<file path="src/rtl/bcd_seg_scan.sv">
// -----------------------------------------------------------------------------
// bcd_seg_scan
//   Time-multiplexed driver for a three-digit seven-segment display. A packed
//   three-digit BCD value is loaded into a pending buffer. The buffer is copied
//   into the displayed value only at a frame boundary, so a frame never shows a
//   mix of old and new digits. The scan walks units -> tens -> hundreds, holding
//   each digit for CLK_DIV clock cycles. Optional leading-zero blanking applies.
//
// Parameters
//   CLK_DIV    clk cycles per digit slot (2 .. 2**20)
//   ACTIVE_LOW 1 = seg/an driven active-low (common anode), 0 = active-high
//
// Ports
//   clk      in   rising-edge system clock
//   rst_n    in   asynchronous active-low reset
//   bcd      in   [11:8] hundreds, [7:4] tens, [3:0] units
//   load     in   one-cycle strobe; bcd is sampled on the same edge
//   blank_lz in   1 = blank leading zeros (sampled every cycle)
//   seg      out  segments {g,f,e,d,c,b,a}, registered
//   an       out  digit enables [2] hundreds, [1] tens, [0] units, registered
//   frame    out  one-cycle pulse after each completed scan frame, registered
// -----------------------------------------------------------------------------
module bcd_seg_scan #(
  parameter int CLK_DIV    = 50000,
  parameter bit ACTIVE_LOW = 1'b1
) (
  input  logic        clk,
  input  logic        rst_n,
  input  logic [11:0] bcd,
  input  logic        load,
  input  logic        blank_lz,
  output logic [6:0]  seg,
  output logic [2:0]  an,
  output logic        frame
);

  localparam int             DW       = (CLK_DIV > 2) ? $clog2(CLK_DIV) : 1;
  localparam logic [DW-1:0]  DIV_LAST = DW'(CLK_DIV - 1);
  // Output polarity mask: XOR with the active-high value gives the pin level.
  localparam logic [6:0]     SEG_POL  = {7{ACTIVE_LOW}};
  localparam logic [2:0]     AN_POL   = {3{ACTIVE_LOW}};

  typedef enum logic [1:0] {
    DIG0 = 2'd0,  // units
    DIG1 = 2'd1,  // tens
    DIG2 = 2'd2   // hundreds
  } state_t;

  logic [DW-1:0] div_cnt;
  logic          tick;
  logic          boundary;
  state_t        state;
  state_t        state_nxt;

  logic [11:0]   pend;
  logic          pend_v;
  logic [11:0]   shown;

  logic [3:0]    nib;
  logic          blanked;
  logic [6:0]    seg_raw;
  logic [2:0]    an_raw;

  // ---------------------------------------------------------------------------
  // Slot divider
  // ---------------------------------------------------------------------------
  assign tick     = (div_cnt == DIV_LAST);
  assign boundary = tick && (state == DIG2);

  // NOTE: clocked state uses non-blocking assignments so every register samples
  // pre-edge values; blocking here would create order-dependent races.
  always_ff @(posedge clk or negedge rst_n) begin
    if (!rst_n) begin
      div_cnt <= '0;
    end else if (tick) begin
      div_cnt <= '0;
    end else begin
      div_cnt <= div_cnt + 1'b1;
    end
  end

  // ---------------------------------------------------------------------------
  // Scan FSM
  // ---------------------------------------------------------------------------
  always_ff @(posedge clk or negedge rst_n) begin
    if (!rst_n) begin
      state <= DIG0;
    end else begin
      state <= state_nxt;
    end
  end

  // NOTE: the default assignment before the case keeps this purely
  // combinational; any path that skipped state_nxt would infer a latch.
  always_comb begin
    state_nxt = state;
    if (tick) begin
      case (state)
        DIG0:    state_nxt = DIG1;
        DIG1:    state_nxt = DIG2;
        DIG2:    state_nxt = DIG0;
        default: state_nxt = DIG0;
      endcase
    end
  end

  // ---------------------------------------------------------------------------
  // Double buffer: pend collects loads; shown changes only at a frame boundary.
  // A load that coincides with the boundary goes straight to shown and clears
  // pend_v, so an older pending value can never resurface.
  // ---------------------------------------------------------------------------
  always_ff @(posedge clk or negedge rst_n) begin
    if (!rst_n) begin
      pend   <= '0;
      pend_v <= 1'b0;
      shown  <= '0;
    end else begin
      if (load) begin
        pend <= bcd;
      end
      if (boundary) begin
        pend_v <= 1'b0;
        if (load) begin
          shown <= bcd;
        end else if (pend_v) begin
          shown <= pend;
        end
      end else if (load) begin
        pend_v <= 1'b1;
      end
    end
  end

  // ---------------------------------------------------------------------------
  // Digit select, leading-zero blanking and segment decode (active-high).
  // Non-BCD nibbles (10..15) count as non-zero, so they never blank.
  // ---------------------------------------------------------------------------
  always_comb begin
    nib     = shown[3:0];
    blanked = 1'b0;
    an_raw  = 3'b001;
    case (state)
      DIG1: begin
        nib     = shown[7:4];
        blanked = blank_lz && (shown[11:4] == 8'h00);
        an_raw  = 3'b010;
      end
      DIG2: begin
        nib     = shown[11:8];
        blanked = blank_lz && (shown[11:8] == 4'h0);
        an_raw  = 3'b100;
      end
      default: begin
        nib     = shown[3:0];
        blanked = 1'b0;
        an_raw  = 3'b001;
      end
    endcase

    case (nib)
      4'd0:    seg_raw = 7'b0111111;
      4'd1:    seg_raw = 7'b0000110;
      4'd2:    seg_raw = 7'b1011011;
      4'd3:    seg_raw = 7'b1001111;
      4'd4:    seg_raw = 7'b1100110;
      4'd5:    seg_raw = 7'b1101101;
      4'd6:    seg_raw = 7'b1111101;
      4'd7:    seg_raw = 7'b0000111;
      4'd8:    seg_raw = 7'b1111111;
      4'd9:    seg_raw = 7'b1101111;
      default: seg_raw = 7'b1000000;  // dash for 10..15
    endcase

    if (blanked) begin
      seg_raw = 7'b0000000;
      an_raw  = 3'b000;
    end
  end

  // ---------------------------------------------------------------------------
  // Output registers: one cycle behind the FSM state, polarity applied here.
  // ---------------------------------------------------------------------------
  always_ff @(posedge clk or negedge rst_n) begin
    if (!rst_n) begin
      seg   <= SEG_POL;
      an    <= AN_POL;
      frame <= 1'b0;
    end else begin
      seg   <= seg_raw ^ SEG_POL;
      an    <= an_raw ^ AN_POL;
      frame <= boundary;
    end
  end

endmodule

</file>
<file path="config.mk">
export PLATFORM = sky130hd
export DESIGN_NAME = bcd_seg_scan
export DESIGN_NICKNAME = d
export VERILOG_FILES = /design/src/rtl/bcd_seg_scan.sv
export SDC_FILE = /design/constraint.sdc
export NUM_CORES = 1
export LEC_CHECK = 0
export ABC_AREA = 0
export CAP_MARGIN = 10
export CORE_MARGIN = 5
export CORE_UTILIZATION = 50
export CTS_CLUSTER_SIZE = 24
export DETAILED_ROUTE_END_ITERATION = 10
export PLACE_DENSITY_LB_ADDON = 0.3
export SLEW_MARGIN = 30
export SYNTH_ARGS = -nofsm -noshare
export SYNTH_HDL_FRONTEND = slang
export SYNTH_SLANG_ARGS = --single-unit
export TNS_END_PERCENT = 30
</file>
<file path="constraint.sdc">
create_clock -name clk -period 5.3 [get_ports clk]
set_input_delay 0.53 -clock clk [delete_from_list [all_inputs] [get_ports clk]]
set_output_delay 0.53 -clock clk [all_outputs]
set_load 0.01 [all_outputs]
</file>
**After elaboration in Yosys (flattened, before gate mapping)**

Memory sizes are Yosys's and may differ from the RTL's.
Index checks and enable logic that the tools add are counted.

- Register bits after elaboration: 54
- Bits in read-only memories: 112
- Input bits: 16
- Output and inout port bits: 11
- Logic and storage cells: 35
- Memories: 1

Memory list:

| memory | depth | bits a word | rd ports | clocked after memory_dff | wr ports | line | source |
|---|---|---|---|---|---|---|---|
| (no name shown) | 16 | 7 | 1 | 0 | 0 | 160 | `case (nib)` |

- Add/sub/neg operators: 1
- Eq/ne operators: 3
- Muxes and demuxes: 11
- Bitwise logic cells: 2
- Reductions and logical operators: 9

Operators by type and width:

| cell | number |
|---|---|
| 2-to-1 mux 12 bit | 2 |
| adder 16 x 1 -> 16 bit, second input constant | 1 |
| == test 16 bit, second input constant | 1 |
| 2-to-1 mux 16 bit | 1 |
| zero test 8 bit | 1 |
| one-hot mux 4 bit (2 select lines) | 1 |
| 2-to-1 mux 7 bit | 1 |
| inverter 7 bit | 1 |
| one-hot mux 3 bit (2 select lines) | 1 |
| zero test 4 bit | 1 |
| one-hot mux 2 bit (2 select lines) | 1 |
| nonzero test 2 bit | 2 |
| logical AND 1 bit | 3 |
| 2-to-1 mux 3 bit | 1 |
| inverter 3 bit | 1 |
| == test 2 x 1 -> 1 bit, second input constant | 1 |
| == test 2 bit, second input constant | 1 |
| zero test 2 bit | 1 |
| 2-to-1 mux 1 bit | 2 |
| one-hot mux 1 bit (2 select lines) | 1 |
| AND reduction 2 bit | 1 |

**Longest topological paths before layout**

Gate-level depths: netlist of the first run.

- Depth in word-level cells: 5
- Depth in mapped cells: 12
- Gate-level depth less buffers: 10

**Worst setup path after synthesis of the first run**

Ideal clock, no wire load.

- Path type: reg-to-reg
- Start: reg state[0]
- End: reg seg[0]
- Setup time: 0.077 ns
- Arrival time: 2.158 ns
- Data required time: 5.223 ns
- Slack: 3.065 ns
- Cell stages (with the launch flop): 12
- Path buffers: 2
- Clock period less this slack: 2.235 ns
- Cells stage by stage: dfrtp_1 > inv_1 > ha_1 > clkbuf_1 > clkbuf_1 > a21o_1 > inv_1 > ha_1 > mux2i_1 > o22a_1 > nand4_1 > o21a_1

- Word-level cells in the longest chain between the ends: 5
- Elaborated cells between the ends (all ways): 7
- Those cells by class: eq/ne (2); mux (3); bitwise (1); memory (1)

RTL lines:

| item | line | source |
|---|---|---|
| start: declaration | 52 | `state_t state;` |
| start signal: assignment | 89 | `state <= state_nxt;` |
| == test 2 bit or == test 2 x 1 -> 1 bit (tied branches) | 142 | `case (state)` |
| one-hot mux 4 bit (2 select lines) | 142 |  |
| memory (16 x 7 bit) | -- |  |
| 2-to-1 mux 7 bit (*) | 174 | `if (blanked) begin` |
| inverter 7 bit (no line) (*) | -- |  |
| end signal: assignment | 189 | `seg <= seg_raw ^ SEG_POL;` |
| end: declaration | 32 | `output logic [6:0] seg,` |

Every way passes the cells marked *; elsewhere a longest branch is shown, timed or not.
A chain may end at the register's enable or synchronous reset.

**Worst setup path after layout of the first run**

- Start: reg div_cnt[5]
- End: reg shown[1]

- Word-level cells in the longest chain between the ends: 3

RTL lines:

| item | line | source |
|---|---|---|
| start: declaration | 49 | `logic [DW-1:0] div_cnt;` |
| start signal: assignment | 78 | `div_cnt <= div_cnt + 1'b1;` |
| == test 16 bit | 67 | `assign tick = (div_cnt == DIV_LAST);` |
| logical AND 1 bit | 68 | `assign boundary = tick && (state == DIG2);` |
| AND reduction 2 bit (no line) | -- |  |
| end signal: assignment | 126 | `shown <= pend;` |
| end: declaration | 57 | `logic [11:0] shown;` |

No other way between the ends.

==> results of run 1 <==
critical path, stage by stage, from the launching register on:
cell,delay [ns]
dfrtp_1,0.42
or4b_1,0.60
nor4_4,0.64
nand3b_2,0.52
mux2_4,0.43
metrics by stage:
step / worst slack [ns] / hold slack [ns] / utilization [%] / instances
after global routing: 2.35 / 0.388 / 58.8 / 308
after CTS: 2.52 / 0.347 / 58.8 / 308
after global placement: 2.61 / 0.467 / 56.9 / 300
after detailed placement: 2.56 / 0.481 / 56.9 / 300
final: 2.58 / 0.311 / 58.8 / 308
after floorplan: 3.06 / 0.234 / - / 210
routing by layer:
| metal | vias to the layer above | share of wire [%] |
|---|---|---|
| met5 | - | 0 |
| met1 | 795 | 48 |
| li1 | 795 | - |
| met4 | 0 | 1.0 |
| met3 | 4 | 4.1 |
| met2 | 33 | 47 |
registers in the layout (all words and copies together) (netlist names):
| signal | cells |
|---|---|
| div_cnt | 16 |
| pend | 12 |
| shown | 12 |
| seg | 7 |
| an | 3 |
| state | 2 |
| frame | 1 |
| pend_v | 1 |
logic make-up after synthesis:
group / Yosys count
fa+ha+maj: 10
xor+xnor: 13
compound gates: 28
buf+inv: 15
mux: 29
flops: 54
simple gates: 61
where the power goes:
group | leakage (uW) | internal (uW) | switching (uW) | total [uW]
Sequential | 0.000672 | 421 | 2.00 | 423
Combinational | 0.000577 | 18.4 | 15.1 | 33.5
Clock | 0.0000447 | 95.6 | 137 | 232
worst paths after layout:
check	to	slack, ns	cells after the start
min	div_cnt[11]$_DFF_PN0_	0.31	2
min in group clk	div_cnt[0]$_DFF_PN0_	0.49	1
max reg2reg	shown[1]$_DFFE_PN0P_	2.58	4
min reg2reg	div_cnt[0]$_DFF_PN0_	0.49	1
max in group asynchronous	div_cnt[7]$_DFF_PN0_	4.53	2
max	shown[1]$_DFFE_PN0P_	2.58	4
placed cells by master (no fill, tap or decap), drive strengths merged, types with 3 or more instances in the layout:
cell,instances
clkdlybuf4s50,25
xor2,5
nor4,6
o21ai,6
nor2,17
clkbuf,5
nand3,9
a21oi,6
nand2,8
dfrtp,44
a22oi,3
mux2i,4
a21o,3
dfstp,10
inv,9
ha,10
nor3,5
nand4,5
xnor2,8
mux2,25
cell type report:
type	instances	area, um2
Fill cell	439	2080
Clock buffer	5	68.8
Sequential cell	54	1360
Tap cell	70	87.6
Multi-Input combinational cell	141	1120
Timing Repair Buffer	27	263
Inverter	8	30.0
Clock inverter	3	25.0
==> results.yml, run 1 <==
run_status:
  outcome: "complete, no violations"
clock_network:
  clock-sinks: 54
  cts_root_buffer: "clkbuf_8"
  ctsLongestPathBuffers: 2
  h-tree-depth: 2
  cts.reportedPaths.clkPinSlew_ns: 0.09
  numCtsBuffers: 5
  cts_hold_buffers: 0
  cts_resized: 0
  cts_setup_buffers: 0
  clk_latency_ns: 0.31
  cts_tree: "done"
yosys:
  synth_xor_area_share_pct: 4.46
  ys_seq_area_share_pct: 53.4
  synth_fa_ha_area_share_pct: 4.90
  synth_top_cell_by_area: "dfrtp_1"
  synth-async-reset-ratio_pct: 100
  ys_ff_latch: 54
  ys_warn_count: 0
  synth_top_cell_area_share_pct: 43.1
  synth_compound_area_share_pct: 7.35
  synth-main-ff-cell: "dfrtp_1"
  synth_mux_area_share_pct: 14.1
  synth-simple-area-share_pct: 13.3
  netlist_instances: 210
  synth_commonest_cells: "dfrtp_1, nor2_1, mux2_2"
  synth_area_per_cell_um2: 12.2
  synth_top_family_by_area: "multiplexers"
  synth_cell_type_count: 39
  synth-edff-count: 0
  synth_area_leaders: "dfrtp_1, dfstp_2, mux2_2"
  synth_area_mm2: 0.00255
  synth.most_common_cell: "dfrtp_1"
  synth_nets: 236
sta:
  fmax_mhz: 367
  fin_setup_tns_ns: 0
  slew_headroom_pct: 51.9
  min_period_over_period_pct: 51.3
  min_period_ns: 2.72
  tightest_slew_ns: 0.716
  rsz0062_at_grt: "false"
  skew_ns: 0.00747
  final-hold-violation-count: 0
  setup_viol: 0
  drv_slew: 0
placed_design:
  hpwl_um: 3070
  numPortBuffers: 26
  gp_congestion: 0.848
  placed_area_mm2: 0.00287
worst_setup_path:
  arrival_ns: 2.92
  crit_start: "div_cnt[5]$_DFF_PN0_"
  crit_required_ns: 5.49
  path_max_fanout: 14
  reg2reg_from: "div_cnt[5]$_DFF_PN0_"
  end_kind: "flip-flop"
  worstSetupPathType: "reg -> reg"
  critPathLaunchType: "flip-flop"
floorplan:
  die_h_um: 81.5
  initial_core_util_pct: 50.6
  die_area_mm2: 0.00663
  io_pins: 27
  std_cell_rows: 26
  dieWidth_um: 81.5
  core_area_mm2: 0.00504
power:
  finalPower_uw: 689
  ir_drop_mv: 0.112
  power_density_mw_per_mm2: 233
  p_leak_uw: 0.00129
final_layout:
  drive_above_1_share_pct: 20.6
  fin_nets: 263
  antenna_cells: 0
  syn_to_final_growth_pct: 16.1
  design_area_mm2: 0.00296
flow_run:
  cap_violations: 0
detailed_routing:
  wl_per_cell_um: 14.1
  post_drt_via_cell_ratio: 5.28
  drt-total-wl_um: 4340
  first_pass_iters: 5
  vias: 1627
  post-route-drc-count: 0
  drtAntennaViolNets: 0
  drtIter0Drc: 153
grt:
  busiest_layer: "met2"
  grt_pass1_vias: 1602
  grt_max_degree: 55
  overflow: 0
  grt_first_pass_wirelength_um: 7540
  met2_usage_pct: 22.9
  grt_usage_pct: 15.0
  met3_usage_pct: 3.95
  antenna_found_initial: 0
  grtUsageMet1_pct: 20.9
min_path:
  hp-class: "in -> async"
No activity file was read; power rests on OpenSTA's default activity.
==> run 2: changes to the inputs <==
==> constraint.sdc (replaced) <==
create_clock -name clk -period 2.7 [get_ports clk]
set_input_delay 0.27 -clock clk [delete_from_list [all_inputs] [get_ports clk]]
set_output_delay 0.27 -clock clk [all_outputs]
set_load 0.01 [all_outputs]
==> run 2 against run 1 <==
Final area grew 1.1%; cell count grew 1.3%; clock skew grew 0.0020 ns; wire length grew 4.5%; combinational power grew 110%; clock power grew 100%; flip-flop and latch count is the same; first-iteration DRC count shrank 60%; critical path type unchanged; die area is the same; via count grew 1.5%; non-clock buffer count grew 4; fmax grew 11%; highest routed layer unchanged.
==> results.yml, run 2 (same netlist as run 1, synthesis figures left out) <==
worst_setup_path:
  slowest_stage: "ha_1"
  end_kind: "flip-flop"
  cp.buffers_inverters: 2
  arrival_ns: 2.69
  critical_path.top_delay_family: "adder cells"
  path_max_fanout: 17
  crit_path_cell_trace: "inv_1 -> ha_1 -> mux2_2 -> inv_1 -> ha_1 -> mux2i_1 -> o22a_1 -> nand4_1 -> o21a_1"
  crit_required_ns: 2.95
  cpPeakStageDelay_ns: 0.62
  worstSetupPathType: "reg -> reg"
  worstRegToRegCells: 9
  cp.depth: 9
  critPathLaunchType: "flip-flop"
sta:
  final-hold-violation-count: 0
  fin_setup_tns_ns: 0
  skew_ns: 0.00949
  fmax_mhz: 410
  min_period_ns: 2.44
  setup_viol: 0
  drv_slew: 0
  min_period_over_period_pct: 90.4
  post-route-worst-setup-slack_ns: 0.259
  rsz0062_at_grt: "false"
  slew_headroom_pct: 57.5
  tightest_slew_ns: 0.634
final_layout:
  multi_input_area_mm2: 0.00112
  largest_register_ff_count: 16
  largest_register: "div_cnt"
  design_area_mm2: 0.00300
  fillers: 399
  final_cell_mix: "dfrtp_1, clkdlybuf4s50_1, nor2_1"
  antenna_cells: 0
  fin_nets: 267
  drive_above_1_share_pct: 21.5
  mostFrequentLayoutCell: "dfrtp_1"
  instances_no_fill: 312
  syn_to_final_growth_pct: 17.4
  reg.largest.list: "div_cnt (16), pend (12), shown (12)"
  seq_area_mm2: 0.00136
floorplan:
  dieWidth_um: 81.5
  initial_core_util_pct: 50.6
  core_area_mm2: 0.00504
  die_h_um: 81.5
  io_pins: 27
  die_area_mm2: 0.00663
  std_cell_rows: 26
detailed_routing:
  drt-total-wl_um: 4540
  drtIter0Drc: 61
  drtAntennaViolNets: 0
  post_drt_via_cell_ratio: 5.29
  post-route-drc-count: 0
  wl_per_cell_um: 14.5
  vias: 1651
  first_pass_iters: 4
placed_design:
  dp_cells: 303
  numPortBuffers: 26
  preCtsSetupSlack_ns: 0.295
  gp_congestion: 0.824
  placed_area_mm2: 0.00289
  hpwl_um: 3370
grt:
  grt_usage_pct: 16.0
  antenna_found_initial: 0
  grt_first_pass_wirelength_um: 8060
  grt_pass1_vias: 1677
  overflow: 0
  grt_max_degree: 22
clock_network:
  cts_resized: 0
  cts_tree: "done"
  numCtsBuffers: 5
  cts.reportedPaths.clkPinSlew_ns: 0.10
  h-tree-depth: 2
  cts_root_buffer: "clkbuf_8"
  clk_latency_ns: 0.31
  ctsLongestPathBuffers: 2
  clock-sinks: 54
power:
  p_leak_uw: 0.00132
  ir_drop_mv: 0.332
  power_density_mw_per_mm2: 457
min_path:
  hp-class: "in -> async"
run_status:
  outcome: "complete, no violations"
flow_run:
  cap_violations: 0
[run 2: area by class of cell]
cell class / instances / area share (%)
Clock inverter: 2 / 0.418
Inverter: 8 / 1.00
Sequential cell: 54 / 45.5
Timing Repair Buffer: 31 / 9.85
Tap cell: 70 / 2.92
Multi-Input combinational cell: 141 / 37.5
Clock buffer: 6 / 2.76
[run 2: stage by stage]
| stage | total power [uW] | hold WS (ns) | utilization (%) |
|---|---|---|---|
| after floorplan | 871 | -0.0256 | - |
| after global placement | 915 | 0.255 | 57.3 |
| after detailed placement | 918 | 0.265 | 57.3 |
| after CTS | 1390 | 0.457 | 59.4 |
| after global routing | 1430 | 0.501 | 59.4 |
| final | 1370 | 0.451 | 59.4 |
[run 2: worst paths after layout]
kind | startpoint | end | slack, ns
worst max-delay path | state[0]$_DFFE_PN0N_ | seg[0]$_DFF_PN1_ | 0.26
worst min-delay path | rst_n | div_cnt[13]$_DFF_PN0_ | 0.45
worst max register to register | state[0]$_DFFE_PN0N_ | seg[0]$_DFF_PN1_ | 0.26
worst min register to register | div_cnt[0]$_DFF_PN0_ | div_cnt[0]$_DFF_PN0_ | 0.49
max in group asynchronous | rst_n | an[1]$_DFF_PN1_ | 1.54
min in group clk | div_cnt[0]$_DFF_PN0_ | div_cnt[0]$_DFF_PN0_ | 0.49
[run 2: worst reg2reg max path, delay by kind of cell (launching register included)]
family / cells / cell delay (ns)
adders and majority gates: 2 / 0.80
AOI/OAI and AO/OA: 2 / 0.34
buffers and inverters: 2 / 0.22
DFF: 1 / 0.39
and+or+nand+nor: 1 / 0.10
muxes: 2 / 0.52
[run 2: timing repair]
item                                    in CTS  in global routing
hold buffers                                 1                  0
endpoints found under the setup margin       0                  0
buffers inserted                             0                  0
endpoints found under the hold margin       19                  0
[run 2: power by group]
group / switching, uW / total, uW / internal (uW)
clock network: 261 / 467 / 207
logic: 31.4 / 70.3 / 38.9
registers: 3.80 / 830 / 826
[run 2: per-layer routing]
layer	wire (um)	track usage, %	vias up
met3	211	4.17	7
met2	2110	25.3	36
met5	0	0	-
li1	-	-	806
met1	2140	20.8	802
met4	73	6.42	0
==> run 3: changes to the inputs <==
--- a/config.mk
+++ b/config.mk
@@ -7,6 +7,7 @@
 export LEC_CHECK = 0
 export ABC_AREA = 0
 export CAP_MARGIN = 10
+export CORE_ASPECT_RATIO = 1.1
 export CORE_MARGIN = 5
 export CORE_UTILIZATION = 50
 export CTS_CLUSTER_SIZE = 24
==> run 3 against run 2 <==
Register-to-register slack gained 0.05 ns; combinational power is 3% higher; largest cell class unchanged; via count down 0.61%; cell count down 3.8%; wire length rose by 1.3%; critical path depth unchanged; sequential power is essentially flat.
==> results.yml, run 3 (same netlist as run 1, synthesis figures left out) <==
clock_network:
  cts_resized: 0
  numCtsBuffers: 5
  clk_latency_ns: 0.30
  ctsLongestPathBuffers: 2
  cts_hold_buffers: 1
  cts_setup_buffers: 0
  clock-sinks: 54
  cts_tree: "done"
  cts.reportedPaths.clkPinSlew_ns: 0.10
  cts_root_buffer: "clkbuf_8"
  h-tree-depth: 2
worst_setup_path:
  crit_path_cell_trace: "inv_1 -> ha_1 -> mux2_2 -> inv_1 -> ha_1 -> nor2_1 -> a21oi_1 -> o22ai_1 -> o22a_1"
  end_kind: "flip-flop"
  cpPeakStageDelay_ns: 0.61
  worstSetupPathType: "reg -> reg"
  crit_required_ns: 2.94
  critPathLaunchType: "flip-flop"
  slowest_stage: "ha_1"
  path_max_fanout: 17
  cp.buffers_inverters: 2
  critical_path.top_delay_family: "adder cells"
  arrival_ns: 2.63
sta:
  fmax_mhz: 419
  rsz0062_at_grt: "false"
  min_period_over_period_pct: 88.5
  final-hold-violation-count: 0
  setup_viol: 0
  post-route-worst-setup-slack_ns: 0.311
  slew_headroom_pct: 55.5
  drv_slew: 0
  fin_setup_tns_ns: 0
  skew_ns: 0.00792
  tightest_slew_ns: 0.664
  min_period_ns: 2.39
power:
  p_int_uw: 1150
  clock_power_share_pct: 37.6
  p_leak_uw: 0.00133
  netSwitchingPower_uw: 298
  power_density_mw_per_mm2: 479
  p_sw_share_pct: 20.6
  ir_drop_mv: 0.291
  p_comb_share_pct: 5.0
  p_seq_share_pct: 57.4
floorplan:
  io_pins: 27
  initial_core_util_pct: 51.4
  die_h_um: 84.9
  dieWidth_um: 78.1
  std_cell_rows: 27
  core_area_mm2: 0.00497
  die_area_mm2: 0.00664
placed_design:
  numPortBuffers: 26
  gp_congestion: 0.846
  hpwl_um: 3370
  preCtsSetupSlack_ns: 0.324
final_layout:
  final_cell_mix: "dfrtp_1, clkdlybuf4s50_1, nor2_1"
  antenna_cells: 0
  fin_nets: 267
  largest_register: "div_cnt"
  mostFrequentLayoutCell: "dfrtp_1"
  reg.largest.list: "div_cnt (16), pend (12), shown (12)"
  syn_to_final_growth_pct: 18.1
  drive_above_1_share_pct: 21.5
  largest_register_ff_count: 16
grt:
  grt_usage_pct: 14.7
  grt_max_degree: 30
  antenna_found_initial: 0
  grt_first_pass_wirelength_um: 7820
  grt_pass1_vias: 1683
  overflow: 0
detailed_routing:
  vias: 1641
  post-route-drc-count: 0
  drtAntennaViolNets: 0
  drt-total-wl_um: 4600
  post_drt_via_cell_ratio: 5.47
  wl_per_cell_um: 15.3
  first_pass_iters: 4
  drtIter0Drc: 44
run_status:
  outcome: "complete, no violations"
flow_run:
  cap_violations: 0
min_path:
  hp-class: "reg -> reg"
## run 3: layer usage
metal / vias up / global-route usage [%] / share of wire [%]
li1: 803 / - / -
met1: 813 / 18.6 / 44
met2: 19 / 23.6 / 51
met3: 6 / 4.67 / 3.2
met4: 0 / 5.07 / 1.6
met5: - / 0 / 0
## run 3: worst register-to-register path: cells and delay by family (launching register included)
kind	cells	cell delay [ns]
DFF	1	0.38
and+or+nand+nor	1	0.06
adders and majority gates	2	0.82
muxes	1	0.44
AOI/OAI and AO/OA	3	0.42
buffers and inverters	2	0.21
## run 3: area by class of cell
type,instances,area [um2]
Inverter,8,30.0
Sequential cell,54,1360
Tap cell,58,72.6
Multi-Input combinational cell,141,1120
Timing Repair Buffer,31,308
Fill cell,420,1950
Clock inverter,3,47.5
Clock buffer,5,68.8
## run 3: power by group through the flow
stage               clock (uW)  combinational [uW]  sequential [uW]
detailed placement           0                73.6              846
CTS                        566                75.2              831
floorplan                    0                26.0              845
global route               597                80.6              832
finish                     543                72.1              830
global placement             0                71.5              845
## run 3: path summary, 6_finish.rpt
kind                       slack [ns]              endpoint  depth (start not counted)            startpoint
max                              0.31      seg[5]$_DFF_PN1_                          9  state[0]$_DFFE_PN0N_
max reg2reg                      0.31      seg[5]$_DFF_PN1_                          9  state[0]$_DFFE_PN0N_
min reg2reg                      0.48    pend_v$_DFFE_PN0P_                          2    pend_v$_DFFE_PN0P_
min                              0.48    pend_v$_DFFE_PN0P_                          2    pend_v$_DFFE_PN0P_
min in group asynchronous        0.49  state[1]$_DFFE_PN0N_                          2                 rst_n
max in group asynchronous        1.67  shown[1]$_DFFE_PN0P_                          3                 rst_n
## run 3: per-stage QoR
| step | utilization, % | area, um2 | cells | hold slack (ns) | total power, uW |
|---|---|---|---|---|---|
| 2_1_floorplan | - | 2550 | 210 | -0.0256 | 871 |
| 3_3_place_gp | 58.2 | 2890 | 291 | 0.304 | 917 |
| 3_5_place_dp | 58.2 | 2890 | 291 | 0.308 | 920 |
| 4_1_cts | 60.7 | 3020 | 300 | 0.492 | 1470 |
| 5_1_grt | 60.7 | 3020 | 300 | 0.510 | 1510 |
| 6_report | 60.7 | 3020 | 300 | 0.482 | 1450 |
